### config.mk
export PLATFORM = sky130hd
export DESIGN_NAME = rx_frame_packer
export DESIGN_NICKNAME = d
export VERILOG_FILES = /design/src/rtl/rx_frame_packer.sv
export SDC_FILE = /design/constraint.sdc
export NUM_CORES = 1
export LEC_CHECK = 0
export CAP_MARGIN = 10
export CORE_UTILIZATION = 25
export CTS_CLUSTER_SIZE = 25
export DETAILED_ROUTE_END_ITERATION = 7
export PLACE_DENSITY_LB_ADDON = 0.1
export SLEW_MARGIN = 20
export SYNTH_ARGS = -nofsm -noshare
export SYNTH_HDL_FRONTEND = slang
export SYNTH_SLANG_ARGS = --single-unit
### constraint.sdc
create_clock -name clk -period 2.3 [get_ports clk]
set_clock_uncertainty 0.2 [all_clocks]
set_input_delay 0.46 -clock clk [delete_from_list [all_inputs] [get_ports clk]]
set_output_delay 0.46 -clock clk [all_outputs]
set_load 0.02 [all_outputs]
### src/rtl/rx_frame_packer.sv
// Receive-side frame packer: follows the destuffed CAN bit stream, packs header and
// data fields into bytes and writes them into the 13x8 receive buffer.
module rx_frame_packer #(
  parameter int MAX_DATA = 8
) (
  input  logic       clk,
  input  logic       rsn,
  input  logic       sof,
  input  logic       bit_en,
  input  logic       bit_val,
  input  logic       rx_abort,
  input  logic       buf_free,
  output logic [3:0] b_addr,
  output logic [7:0] b_din,
  output logic       b_wrn,
  output logic       rx_done,
  output logic       rx_overrun
);

  typedef enum logic [3:0] {
    IDLE, BASEID, SRR_RTR, IDE, EXTID, RTR_E, R1, R0, DLC, HDR_WR, DATA, DONE, SKIP
  } state_t;

  state_t      state, state_nxt;
  logic [4:0]  bit_cnt, bit_cnt_nxt;
  logic [2:0]  hdr_idx, hdr_idx_nxt;
  logic [3:0]  byte_cnt, byte_cnt_nxt;
  logic [3:0]  n_bytes, n_bytes_nxt;
  logic [3:0]  b_addr_nxt;
  logic [7:0]  b_din_nxt;
  logic        b_wrn_nxt, rx_done_nxt, rx_overrun_nxt;

  logic [10:0] id_base, id_base_nxt;
  logic [17:0] id_ext, id_ext_nxt;
  logic        rtr, rtr_nxt, ide, ide_nxt;
  logic [3:0]  dlc, dlc_nxt;
  logic [7:0]  shreg, shreg_nxt;
  logic [28:0] id_full;
  logic [7:0]  hdr_byte;
  logic [2:0]  hdr_last;

  // Remote frames carry no data; oversized DLC codes still mean a full payload.
  function automatic logic [3:0] clamp_len(input logic [3:0] d, input logic r);
    if (r)
      return 4'd0;
    else if (int'(d) > MAX_DATA)
      return 4'(MAX_DATA);
    else
      return d;
  endfunction

  assign id_full  = {id_base, id_ext};
  assign hdr_last = ide ? 3'd4 : 3'd2;

  always_comb begin
    hdr_byte = 8'h00;
    if (ide) begin
      case (hdr_idx)
        3'd1:    hdr_byte = id_full[28:21];
        3'd2:    hdr_byte = id_full[20:13];
        3'd3:    hdr_byte = id_full[12:5];
        default: hdr_byte = {id_full[4:0], rtr, 2'b00};
      endcase
    end else begin
      case (hdr_idx)
        3'd1:    hdr_byte = id_base[10:3];
        default: hdr_byte = {id_base[2:0], rtr, 4'b0000};
      endcase
    end
  end

  always_comb begin
    state_nxt      = state;
    bit_cnt_nxt    = bit_cnt;
    hdr_idx_nxt    = hdr_idx;
    byte_cnt_nxt   = byte_cnt;
    n_bytes_nxt    = n_bytes;
    b_addr_nxt     = b_addr;
    b_din_nxt      = b_din;
    b_wrn_nxt      = 1'b1;
    rx_done_nxt    = 1'b0;
    rx_overrun_nxt = 1'b0;
    id_base_nxt    = id_base;
    id_ext_nxt     = id_ext;
    rtr_nxt        = rtr;
    ide_nxt        = ide;
    dlc_nxt        = dlc;
    shreg_nxt      = shreg;

    if (rx_abort) begin
      state_nxt = IDLE;
    end else if (sof) begin
      // A new SOF restarts reception from any state; the SOF bit itself is dropped.
      bit_cnt_nxt  = 5'd0;
      hdr_idx_nxt  = 3'd0;
      byte_cnt_nxt = 4'd0;
      if (buf_free) begin
        state_nxt = BASEID;
      end else begin
        state_nxt      = SKIP;
        rx_overrun_nxt = 1'b1;
      end
    end else begin
      case (state)
        BASEID: if (bit_en) begin
          id_base_nxt = {id_base[9:0], bit_val};
          if (bit_cnt == 5'd10) begin
            bit_cnt_nxt = 5'd0;
            state_nxt   = SRR_RTR;
          end else begin
            bit_cnt_nxt = bit_cnt + 5'd1;
          end
        end
        SRR_RTR: if (bit_en) begin
          rtr_nxt   = bit_val;
          state_nxt = IDE;
        end
        IDE: if (bit_en) begin
          ide_nxt   = bit_val;
          state_nxt = bit_val ? EXTID : R0;
        end
        EXTID: if (bit_en) begin
          id_ext_nxt = {id_ext[16:0], bit_val};
          if (bit_cnt == 5'd17) begin
            bit_cnt_nxt = 5'd0;
            state_nxt   = RTR_E;
          end else begin
            bit_cnt_nxt = bit_cnt + 5'd1;
          end
        end
        RTR_E: if (bit_en) begin
          rtr_nxt   = bit_val;
          state_nxt = R1;
        end
        R1: if (bit_en) state_nxt = R0;
        R0: if (bit_en) begin
          bit_cnt_nxt = 5'd0;
          state_nxt   = DLC;
        end
        DLC: if (bit_en) begin
          dlc_nxt = {dlc[2:0], bit_val};
          if (bit_cnt == 5'd3) begin
            // Frame-info byte goes out immediately, using the DLC bit arriving now.
            bit_cnt_nxt = 5'd0;
            b_wrn_nxt   = 1'b0;
            b_addr_nxt  = 4'd0;
            b_din_nxt   = {ide, rtr, 2'b00, dlc[2:0], bit_val};
            n_bytes_nxt = clamp_len({dlc[2:0], bit_val}, rtr);
            hdr_idx_nxt = 3'd1;
            state_nxt   = HDR_WR;
          end else begin
            bit_cnt_nxt = bit_cnt + 5'd1;
          end
        end
        HDR_WR: begin
          b_wrn_nxt   = 1'b0;
          b_addr_nxt  = {1'b0, hdr_idx};
          b_din_nxt   = hdr_byte;
          hdr_idx_nxt = hdr_idx + 3'd1;
          if (hdr_idx == hdr_last) begin
            byte_cnt_nxt = 4'd0;
            bit_cnt_nxt  = 5'd0;
            state_nxt    = (n_bytes == 4'd0) ? DONE : DATA;
          end
        end
        DATA: if (bit_en) begin
          shreg_nxt = {shreg[6:0], bit_val};
          if (bit_cnt == 5'd7) begin
            bit_cnt_nxt  = 5'd0;
            b_wrn_nxt    = 1'b0;
            b_addr_nxt   = (ide ? 4'd5 : 4'd3) + byte_cnt;
            b_din_nxt    = {shreg[6:0], bit_val};
            byte_cnt_nxt = byte_cnt + 4'd1;
            if (byte_cnt == n_bytes - 4'd1) state_nxt = DONE;
          end else begin
            bit_cnt_nxt = bit_cnt + 5'd1;
          end
        end
        DONE: begin
          rx_done_nxt = 1'b1;
          state_nxt   = IDLE;
        end
        default: state_nxt = state;
      endcase
    end
  end

  always_ff @(posedge clk or negedge rsn) begin
    if (!rsn) begin
      state      <= IDLE;
      bit_cnt    <= 5'd0;
      hdr_idx    <= 3'd0;
      byte_cnt   <= 4'd0;
      n_bytes    <= 4'd0;
      b_addr     <= 4'd0;
      b_din      <= 8'h00;
      b_wrn      <= 1'b1;
      rx_done    <= 1'b0;
      rx_overrun <= 1'b0;
    end else begin
      state      <= state_nxt;
      bit_cnt    <= bit_cnt_nxt;
      hdr_idx    <= hdr_idx_nxt;
      byte_cnt   <= byte_cnt_nxt;
      n_bytes    <= n_bytes_nxt;
      b_addr     <= b_addr_nxt;
      b_din      <= b_din_nxt;
      b_wrn      <= b_wrn_nxt;
      rx_done    <= rx_done_nxt;
      rx_overrun <= rx_overrun_nxt;
    end
  end

  // Field shift registers: always rewritten before use, so no reset needed.
  always_ff @(posedge clk) begin
    id_base <= id_base_nxt;
    id_ext  <= id_ext_nxt;
    rtr     <= rtr_nxt;
    ide     <= ide_nxt;
    dlc     <= dlc_nxt;
    shreg   <= shreg_nxt;
  end

endmodule

# Word-level counts from Yosys, hierarchy flattened
# Cells that the tools add are included.
# totals
regBits,76
input_bits,7
output_inout_bits,15
wordCells,162
# op_classes
addsub,5
n_lt_le_gt_ge,1
eq_ne,47
mux,72
n_bitwise,2
n_reduce_logical,19
# op_table
cell,count
4-bit two-way mux,28
"4-bit != test, second input constant",15
5-bit two-way mux,11
8-bit two-way mux,6
8-bit case mux with 3 select lines,2
4-bit case mux with 11 select lines,1
5-bit case mux with 6 select lines,1
4-bit AND reduction,7
"3-bit != test, second input constant",8
"4-bit by 3-bit equality test with 1-bit output, second input constant",4
"4-bit equality test, second input constant",4
16-bit AND reduction,1
3-bit two-way mux,5
1-bit two-way mux,13
13-bit nonzero test,1
4-bit case mux with 3 select lines,1
5-bit AND reduction,2
3-bit nonzero test,3
"4-bit by 2-bit equality test with 1-bit output, second input constant",2
"2-bit != test, second input constant",4
4-bit case mux with 2 select lines,1
8-bit AND reduction,1
7-bit AND reduction,1
7-bit nonzero test,1
21 further kinds,23

# Depth between registers and ports, before layout
# Gate-level depths: netlist (run 1).
# logic_depth
depth_word,8
ltp_mapped,9
mapped_depth_nobuf,8

# Worst setup path before layout (run 1)
# OpenSTA, ideal clock, no wires.
# synth_path
path_kind,input port to flip-flop
start,input port sof
end,"register id_base[0], enable pin"
setup_ns,0.393
arrival_ns,1.941
required_time_ns,1.707
setup_slack_ns,-0.234
cell_stages,4
path_buffers,0
path_cell_list,nor2_1 -> nand2_1 -> or3_1 -> nor3_1
# synth_via
elab_chain_len,2
# synth_lines
item,line_no,rtl
start: declaration,8,"input logic sof,"
1-bit NOT (no line),-,
4-bit AND reduction (no line),-,
end signal: assignment,216,id_base <= id_base_nxt;
end: declaration,33,"logic [10:0] id_base, id_base_nxt;"
# Every way passes these cells.
# A chain may end at the register's enable or synchronous reset.

# Worst setup path in the final report (run 1)
# layout_path
start,register hdr_idx[0]
end,register state[2]
# layout_via
elab_chain_len,3
# layout_lines
item,line_no,rtl
start: declaration,26,"logic [2:0] hdr_idx, hdr_idx_nxt;"
start signal: assignment,203,hdr_idx <= hdr_idx_nxt;
3-bit equality test,160,if (hdr_idx == hdr_last) begin
4-bit != test (no line),-,
16-bit AND reduction (no line),-,
end signal: assignment,201,state <= state_nxt;
end: declaration,24,"state_t state, state_nxt;"
# Every way passes these cells.

==> flow_summary.yaml, run 1 <==
sta:
  max_slew.worst_pin.slew_ps: 563
  whs_ps: 255
  min_period_ps: 2240
  hold_violations: 0
  maxSlewViolCount: 0
  max_freq_mhz: 446
  setup_viol: 0
  grt_setup_unrepaired: "yes"
  max-slew-margin-rel: 0.624
  fin_setup_tns_ps: 0
  period_share: 0.975
final_layout:
  fin_util: 0.342
  n_antenna_cell: 0
  fin_cells: 656
  fill_cells: 1570
  syn2layout_area_growth_pct: 33.6
  finalNetCount: 459
  final_layout_size_suffix_gt1_frac: 0.270
synth:
  ys_async_sr_fraction: 0.461
  ys_seq_area_frac: 0.539
  synth.distinct_cells: 57
  synthCells: 356
  postSynthNetCount: 375
  synth_warnings: 0
  yosys_register_bits: 76
  ys.flop_type: "edfxtp_1"
  synth_area_per_cell_um2: 11.0
  synth_edf_count: 41
  syn-cell-area_mm2: 0.00391
clock_network:
  htree_levels: 3
  clkTransAtPathRegs_ps: 60
  root_buffer: "clkbuf_16"
  cts_tree: "done"
  clock_path_buffers: 2
  clk_latency_ps: 340
  numCtsBuffers: 9
  clock_sinks: 76
setup_path:
  cp-start-kind: "flop"
  worstSetupStartpoint: "hdr_idx[0]"
  rrSetupSlack_ps: 60
  r2r_start: "hdr_idx[0]"
  crit_family: "simple AND/OR/NAND/NOR gates"
  crit_end: "state[2]"
  worstRegToRegCells: 8
  crit_cells: 8
  cpPeakStageDelay_ps: 410
  end_kind: "flop"
  crit_type: "reg2reg"
  critPathBufInv: 2
  r2r-end: "state[2]"
  worstPathCellList: "buf_4, nor4b_4, nor3_4, buf_4, nor4b_4, o21ai_2, o21a_1, o22a_1"
  cp_data_required_time_ps: 2320
  crit_path_top_delay_cell: "dfrtp_1"
  crit_arrival_ps: 2270
  cp_max_fo: 4
placed_design:
  hpwl_um: 7890
  port_buffers: 21
  dpl.cell_count: 637
  gp_congestion: 0.824
status:
  outcome: "completed"
drt:
  firstDrtPassIters: 4
  wl_per_cell_um: 15.9
  avgViaCountPerCell: 4.69
  wl_met1_um: 5220
  drcViolationCount: 0
  wl_met2_um: 4670
  dr_wl_met3_um: 372
  dr_total_vias: 3075
  drtAntennaViolNets: 0
  wl_um: 10400
  top_layer_used: "met4"
  drt_iter0_drc: 181
global_route:
  grt_max_degree: 21
  grt_pass1_vias: 3066
  gr-usage-all-layers: 0.139
  grt_overflow: 0
  grt_pass1_wl_um: 16800
  antenna_found_initial: 0
die:
  start_util: 0.256
  placementRows: 45
  core_area_mm2: 0.0153
  fp.dieArea_mm2: 0.0161
  io_pins: 22
  die_h_um: 127
  die_w_um: 127
flow_run:
  maxCapViolCount: 0
power_and_ir_drop:
  finalPower_uw: 3390
  power.density_mw_per_mm2: 648
  p_leak_uw: 0.00195
  vdd_drop_max_uv: 334
hold_path:
  hp-class: "reg2reg"
## worst min-delay path by stage
stage	startpoint	to	slack [ps]	cells past startpoint
after floorplan	rsn	b_addr[0]	-40	0
after global placement	rsn	b_din[7]	230	1
after detailed placement	rsn	b_din[7]	230	1
after CTS	shreg[1]	shreg[2]	240	0
after global routing	shreg[5]	shreg[6]	260	0
final	id_ext[0]	id_ext[1]	250	0
## what timing repair did
action | CTS | global route
hold buffers | 1 | 0
pin swaps | 0 | 7
setup endpoints to repair | 1 | 20
hold endpoints to repair | 15 | 0
resized for setup | 1 | 27
setup buffers | 0 | 2
## kinds of logic after synthesis
family          synth area share
xor+xnor                  0.0157
mux                       0.0115
fa+ha+maj                 0.0403
simple gates               0.157
compound gates             0.190
flops                      0.539
buf+inv                   0.0464
## stage by stage
step | setup slack (ps) | cell area [um^2]
final | 58.5 | 5230
after global routing | -17.0 | 5230
after CTS | 4.43 | 5100
after detailed placement | -138 | 4790
after global placement | -126 | 4790
after floorplan | 30.6 | 3920
## sequential cells by signal (all words and copies together), names as in the netlist
register and flops:
n_bytes 4, hdr_idx 3, b_wrn 1, rx_overrun 1
state 4, shreg 7, id_base 11, rx_done 1
id_ext 18, ide 1, byte_cnt 4, rtr 1
dlc 3, b_addr 4, bit_cnt 5, b_din 8
## report_power, final
part	switching [uW]	internal (uW)
logic	231	210
registers	46.2	1470
clock network	579	845
total	856	2530
## area by class of cell
| type | instances | area (um^2) | share of cell area |
|---|---|---|---|
| Tap cell | 211 | 264 | 0.0505 |
| Sequential cell | 76 | 2110 | 0.404 |
| Clock inverter | 5 | 62.6 | 0.0120 |
| Timing Repair Buffer | 91 | 766 | 0.147 |
| Inverter | 17 | 63.8 | 0.0122 |
| Multi-Input combinational cell | 245 | 1720 | 0.330 |
| Clock buffer | 11 | 233 | 0.0445 |
## synth_stat cells (3+ instances only)
library cell | count | area share
a21oi_1 | 28 | 0.036
a221oi_1 | 3 | 0.0067
a22o_1 | 3 | 0.0067
a22oi_1 | 12 | 0.023
a31oi_1 | 3 | 0.0048
and4bb_2 | 4 | 0.013
buf_2 | 4 | 0.0051
buf_4 | 4 | 0.0077
buf_6 | 4 | 0.012
clkbuf_1 | 6 | 0.0058
dfrtp_1 | 34 | 0.22
edfxtp_1 | 41 | 0.31
ha_1 | 11 | 0.035
inv_1 | 17 | 0.016
mux2_1 | 3 | 0.0086
nand2_1 | 43 | 0.041
nand2b_1 | 5 | 0.0080
nand3_1 | 9 | 0.012
nor2_1 | 16 | 0.015
nor2b_1 | 3 | 0.0048
nor3_1 | 7 | 0.0090
nor4b_4 | 3 | 0.018
o211ai_1 | 3 | 0.0058
o21ai_0 | 32 | 0.041
o21ai_1 | 3 | 0.0038
o22ai_1 | 7 | 0.011
o41ai_1 | 3 | 0.0067
or3_1 | 3 | 0.0048
xnor2_1 | 5 | 0.011
## layer usage
layer  vias up  global-route usage
li1       1495                   -
met1      1519               0.188
met2        48               0.216
met3        13              0.0352
met4         0              0.0511
met5         -                   0
## cells in the final DEF (no fill, tap or decap), types with 4 or more instances in the layout
cell,n
inv_1,16
dfrtp_2,4
dfrtp_1,30
nor2_1,16
a22oi_1,12
nand2b_1,5
o21ai_0,29
o22ai_1,7
buf_4,65
nor3_1,6
a21oi_1,26
edfxtp_1,41
nand2_1,42
ha_1,7
xnor2_1,4
clkdlybuf4s50_1,20
o21ai_1,6
and4bb_2,4
nand3_1,8
clkbuf_16,9
No activity file was read; power rests on OpenSTA's default activity.
==> run 2: changes to the inputs <==
--- a/config.mk
+++ b/config.mk
@@ -9,7 +9,7 @@
 export CORE_UTILIZATION = 25
 export CTS_CLUSTER_SIZE = 25
 export DETAILED_ROUTE_END_ITERATION = 7
-export PLACE_DENSITY_LB_ADDON = 0.1
+export PLACE_DENSITY = 0.49
 export SLEW_MARGIN = 20
 export SYNTH_ARGS = -nofsm -noshare
 export SYNTH_HDL_FRONTEND = slang
==> run 2 against run 1 <==
  * Setup slack improved by 41 ps
  * Critical path depth decreased by 1
  * Die area is the same
  * Non-clock buffer count down 15
  * First-iteration DRC count is 15% lower
  * Register-to-register slack better by 40 ps
  * Combinational power is 6.6% lower
  * Routed wire length is 5.3% lower
==> flow_summary.yaml, run 2 (synthesized netlist as in run 1, its figures left out) <==
status:
  outcome: "completed"
final_layout:
  largest_register_ffs: 18
  final_layout_size_suffix_gt1_frac: 0.230
  final_cell_mix: "buf_4 (51), nand2_1 (43), edfxtp_1 (41)"
  layout_commonest_cell: "buf_4"
  finalNetCount: 444
  fill_cells: 1568
  n_antenna_cell: 0
  syn2layout_area_growth_pct: 29.5
  regMostFlops: "id_ext"
  top_regs: "id_ext: 18 flops, id_base: 11 flops, b_din: 8 flops"
sta:
  max_slew.worst_pin.slew_ps: 499
  period_share: 0.957
  hold_violations: 0
  setup_ws_ps: 99.7
  maxSlewViolCount: 0
  min_period_ps: 2200
  setup_viol: 0
  max_freq_mhz: 454
  whs_ps: 253
  max-slew-margin-rel: 0.663
die:
  placementRows: 45
  start_util: 0.256
  die_w_um: 127
  die_h_um: 127
  core_area_mm2: 0.0153
  io_pins: 22
  fp.dieArea_mm2: 0.0161
placed_design:
  gp_congestion: 0.846
  port_buffers: 21
  pre_cts_ws_ps: -110
  hpwl_um: 7200
setup_path:
  cp-start-kind: "flop"
  cp_data_required_time_ps: 2350
  cp_max_fo: 9
  crit_arrival_ps: 2250
  crit_type: "reg2reg"
  end_kind: "flop"
drt:
  wl_per_cell_um: 15.4
  firstDrtPassIters: 4
  drtAntennaViolNets: 0
  dr_total_vias: 3002
  wl_um: 9870
  drcViolationCount: 0
  avgViaCountPerCell: 4.68
  drt_iter0_drc: 154
global_route:
  grt_pass1_wl_um: 16000
  grt_pass1_vias: 3026
  gr-usage-all-layers: 0.129
  grt_overflow: 0
  grt_max_degree: 36
  antenna_found_initial: 0
clock_network:
  htree_levels: 3
  clock_path_buffers: 2
  clk_latency_ps: 340
  root_buffer: "clkbuf_16"
  numCtsBuffers: 9
  clock_sinks: 76
  cts_tree: "done"
  clkTransAtPathRegs_ps: 60
power_and_ir_drop:
  vdd_drop_max_uv: 347
  p_leak_uw: 0.00188
  power.density_mw_per_mm2: 656
flow_run:
  maxCapViolCount: 0
hold_path:
  hp-class: "reg2reg"
## run 2: critical path, stage by stage, from the launching register on
cell	delay [ps]
dfrtp_1	490
buf_4	230
or3b_1	390
o22ai_2	180
nor4b_4	80
buf_4	160
o31a_2	270
o22ai_1	120
## run 2: power by group
group          leakage, uW  switching, uW  total (uW)  internal [uW]
clock network     0.000133            556        1400            840
logic             0.000911            218         412            194
registers         0.000838           41.3        1520           1470
## run 2: final timing paths
check	cells after the start	startpoint	slack (ps)	to
worst max-delay path	7	state[1]	100	state[0]
worst min-delay path	0	id_ext[0]	250	id_ext[1]
worst max register to register	7	state[1]	100	state[0]
worst min register to register	0	id_ext[0]	250	id_ext[1]
max in group asynchronous	3	rsn	990	state[2]
min in group asynchronous	3	rsn	520	b_din[2]
## run 2: routing by layer
metal  GRT usage  part of all wire  vias to the layer above
li1            -                 -                     1466
met1       0.182              0.50                     1466
met2       0.198              0.45                       65
met3      0.0255             0.042                        5
met4      0.0420            0.0088                        0
met5           0                 0                        -
## run 2: timing repair
item,CTS,global route
endpoints found under the setup margin,8,19
resized for setup,4,11
hold endpoints to repair,12,0
setup buffers,0,2
hold buffers,1,0
pin swaps,1,2
## run 2: per-stage QoR
step	cells	total power (uW)	area (um^2)	utilization	TNS, ps
final	641	3320	5060	0.332	0
after CTS	639	3370	5020	0.329	0
after detailed placement	622	1950	4690	0.308	-1540
after floorplan	356	1760	3920	-	0
after global placement	622	1940	4690	0.308	-836
after global routing	641	3470	5060	0.332	-9.43
## run 2: area by class of cell
class | instances | area, um^2 | area share
flip-flops and latches | 76 | 2110 | 0.417
multi-input cells | 245 | 1670 | 0.330
repair buffers | 76 | 658 | 0.130
well taps | 211 | 264 | 0.0521
clock buffers | 10 | 229 | 0.0452
clock inverters | 6 | 65.1 | 0.0128
inverters | 17 | 63.8 | 0.0126
==> run 3: changes to the inputs <==
--- a/config.mk
+++ b/config.mk
@@ -7,6 +7,7 @@
 export LEC_CHECK = 0
 export CAP_MARGIN = 10
 export CORE_UTILIZATION = 25
+export CTS_BUF_LIST = sky130_fd_sc_hd__clkbuf_8
 export CTS_CLUSTER_SIZE = 25
 export DETAILED_ROUTE_END_ITERATION = 7
 export PLACE_DENSITY = 0.49
==> run 3 against run 2 <==
  * Non-clock buffer count up 1
  * Count of clock-buffer cells in the layout down 1
  * Register-to-register slack about the same
  * Sequential cell count unchanged
  * Total power down 11%
  * Critical path type unchanged
  * Critical endpoint is now b_din[6]
  * Largest cell class unchanged
==> flow_summary.yaml, run 3 (synthesized netlist as in run 1, its figures left out) <==
status:
  outcome: "completed"
drt:
  avgViaCountPerCell: 4.69
  wl_um: 9780
  drt_iter0_drc: 205
  drtAntennaViolNets: 0
  wl_per_cell_um: 15.2
  drcViolationCount: 0
  dr_total_vias: 3009
  firstDrtPassIters: 4
power_and_ir_drop:
  p_leak_uw: 0.00184
  combPwrFrac: 0.143
  power.density_mw_per_mm2: 591
  p_int_uw: 2170
  switchingPower_uw: 781
  seqPwrFrac: 0.515
  clock_power_share: 0.343
  vdd_drop_max_uv: 299
  finalPower_uw: 2950
  switching_share: 0.265
clock_network:
  cts_tree: "done"
  clkTransAtPathRegs_ps: 80
  numCtsBuffers: 9
  clock_path_buffers: 2
  root_buffer: "clkbuf_8"
  clock_sinks: 76
  clk_latency_ps: 350
  htree_levels: 3
setup_path:
  crit_path_top_delay_cell: "dfrtp_2"
  crit_cells: 6
  cp-start-kind: "flop"
  cp_data_required_time_ps: 2330
  crit_arrival_ps: 2230
  worstRegToRegCells: 6
  end_kind: "flop"
  rrSetupSlack_ps: 100
  cp_max_fo: 11
  crit_type: "reg2reg"
  critical_path.most_common_cell: "o21ai_0"
  cpPeakStageDelay_ps: 450
  crit_family: "flip-flops"
  worstPathCellList: "ha_1, ha_2, or3_1, o21ai_0, o21ai_0, mux2_1"
  critPathBufInv: 0
final_layout:
  top_regs: "id_ext: 18 flops, id_base: 11 flops, b_din: 8 flops"
  largest_register_ffs: 18
  final_layout_size_suffix_gt1_frac: 0.246
  finalNetCount: 445
  n_antenna_cell: 0
  final_cell_mix: "buf_4 (51), nand2_1 (43), edfxtp_1 (41)"
  seqCellArea_mm2: 0.00211
  fin_util: 0.327
  syn2layout_area_growth_pct: 27.7
  multiInputGateArea_mm2: 0.00169
  fill_cells: 1585
  layout_commonest_cell: "buf_4"
  regMostFlops: "id_ext"
placed_design:
  hpwl_um: 7200
  port_buffers: 21
  pre_cts_ws_ps: -110
  gp_congestion: 0.846
sta:
  whs_ps: 257
  hold_violations: 0
  grt_setup_unrepaired: "no"
  fin_setup_tns_ps: 0
  maxSlewViolCount: 0
  setup_ws_ps: 100
  min_period_ps: 2200
  period_share: 0.956
  setup_viol: 0
  max_freq_mhz: 455
  max-slew-margin-rel: 0.663
  max_slew.worst_pin.slew_ps: 506
die:
  fp.dieArea_mm2: 0.0161
  placementRows: 45
  core_area_mm2: 0.0153
  start_util: 0.256
  die_w_um: 127
  io_pins: 22
  die_h_um: 127
global_route:
  grt_overflow: 0
  grt_pass1_wl_um: 16000
  gr-usage-all-layers: 0.128
  grt_max_degree: 36
  antenna_found_initial: 0
  grt_pass1_vias: 2999
hold_path:
  whs_path_depth: 0
  hp-class: "reg2reg"
flow_run:
  maxCapViolCount: 0
run 3: cell types whose count changed in the layout (fill, tap and decap cells not counted), sizes merged:
| cell | previous run | this run |
|---|---|---|
| clkbuf | 10 | 9 |
| inv | 18 | 19 |
| buf | 55 | 56 |
run 3: path summary, 6_finish.rpt:
kind                             from        to
max                        hdr_idx[1]  b_din[6]
min                          shreg[0]  shreg[1]
max reg2reg                hdr_idx[1]  b_din[6]
min reg2reg                  shreg[0]  shreg[1]
max in group asynchronous         rsn  state[0]
min in group asynchronous         rsn  b_din[2]
run 3: area by class of cell:
| cell class | instances | area share |
|---|---|---|
| Clock inverter | 7 | 0.0138 |
| Timing Repair Buffer | 77 | 0.134 |
| Multi-Input combinational cell | 245 | 0.339 |
| Tap cell | 211 | 0.0529 |
| Clock buffer | 9 | 0.0248 |
| Sequential cell | 76 | 0.423 |
| Inverter | 17 | 0.0128 |
run 3: repair_timing:
action	4_1_cts	5_1_grt
hold buffers	1	0
gates resized for setup	4	20
setup endpoints to repair	8	21
hold endpoints to repair	34	0
setup buffers	0	3
pin swaps	1	5
run 3: routing by layer:
metal	global-route usage	wire (um)
met3	0.0243	311
met2	0.197	4440
met1	0.183	4970
met5	0	0
met4	0.0378	56
run 3: stage by stage:
step / instances / instance area, um^2
2_1_floorplan: 356 / 3920
3_3_place_gp: 622 / 4690
3_5_place_dp: 622 / 4690
4_1_cts: 639 / 4910
5_1_grt: 642 / 4990
6_report: 642 / 4990
run 3: power by group through the flow:
| stage | Sequential (uW) | Clock (uW) | Combinational, uW |
|---|---|---|---|
| after floorplan | 1560 | 0 | 194 |
| after global placement | 1540 | 0 | 397 |
| after detailed placement | 1540 | 0 | 403 |
| after CTS | 1510 | 1050 | 407 |
| after global routing | 1530 | 1110 | 463 |
| final | 1520 | 1010 | 421 |
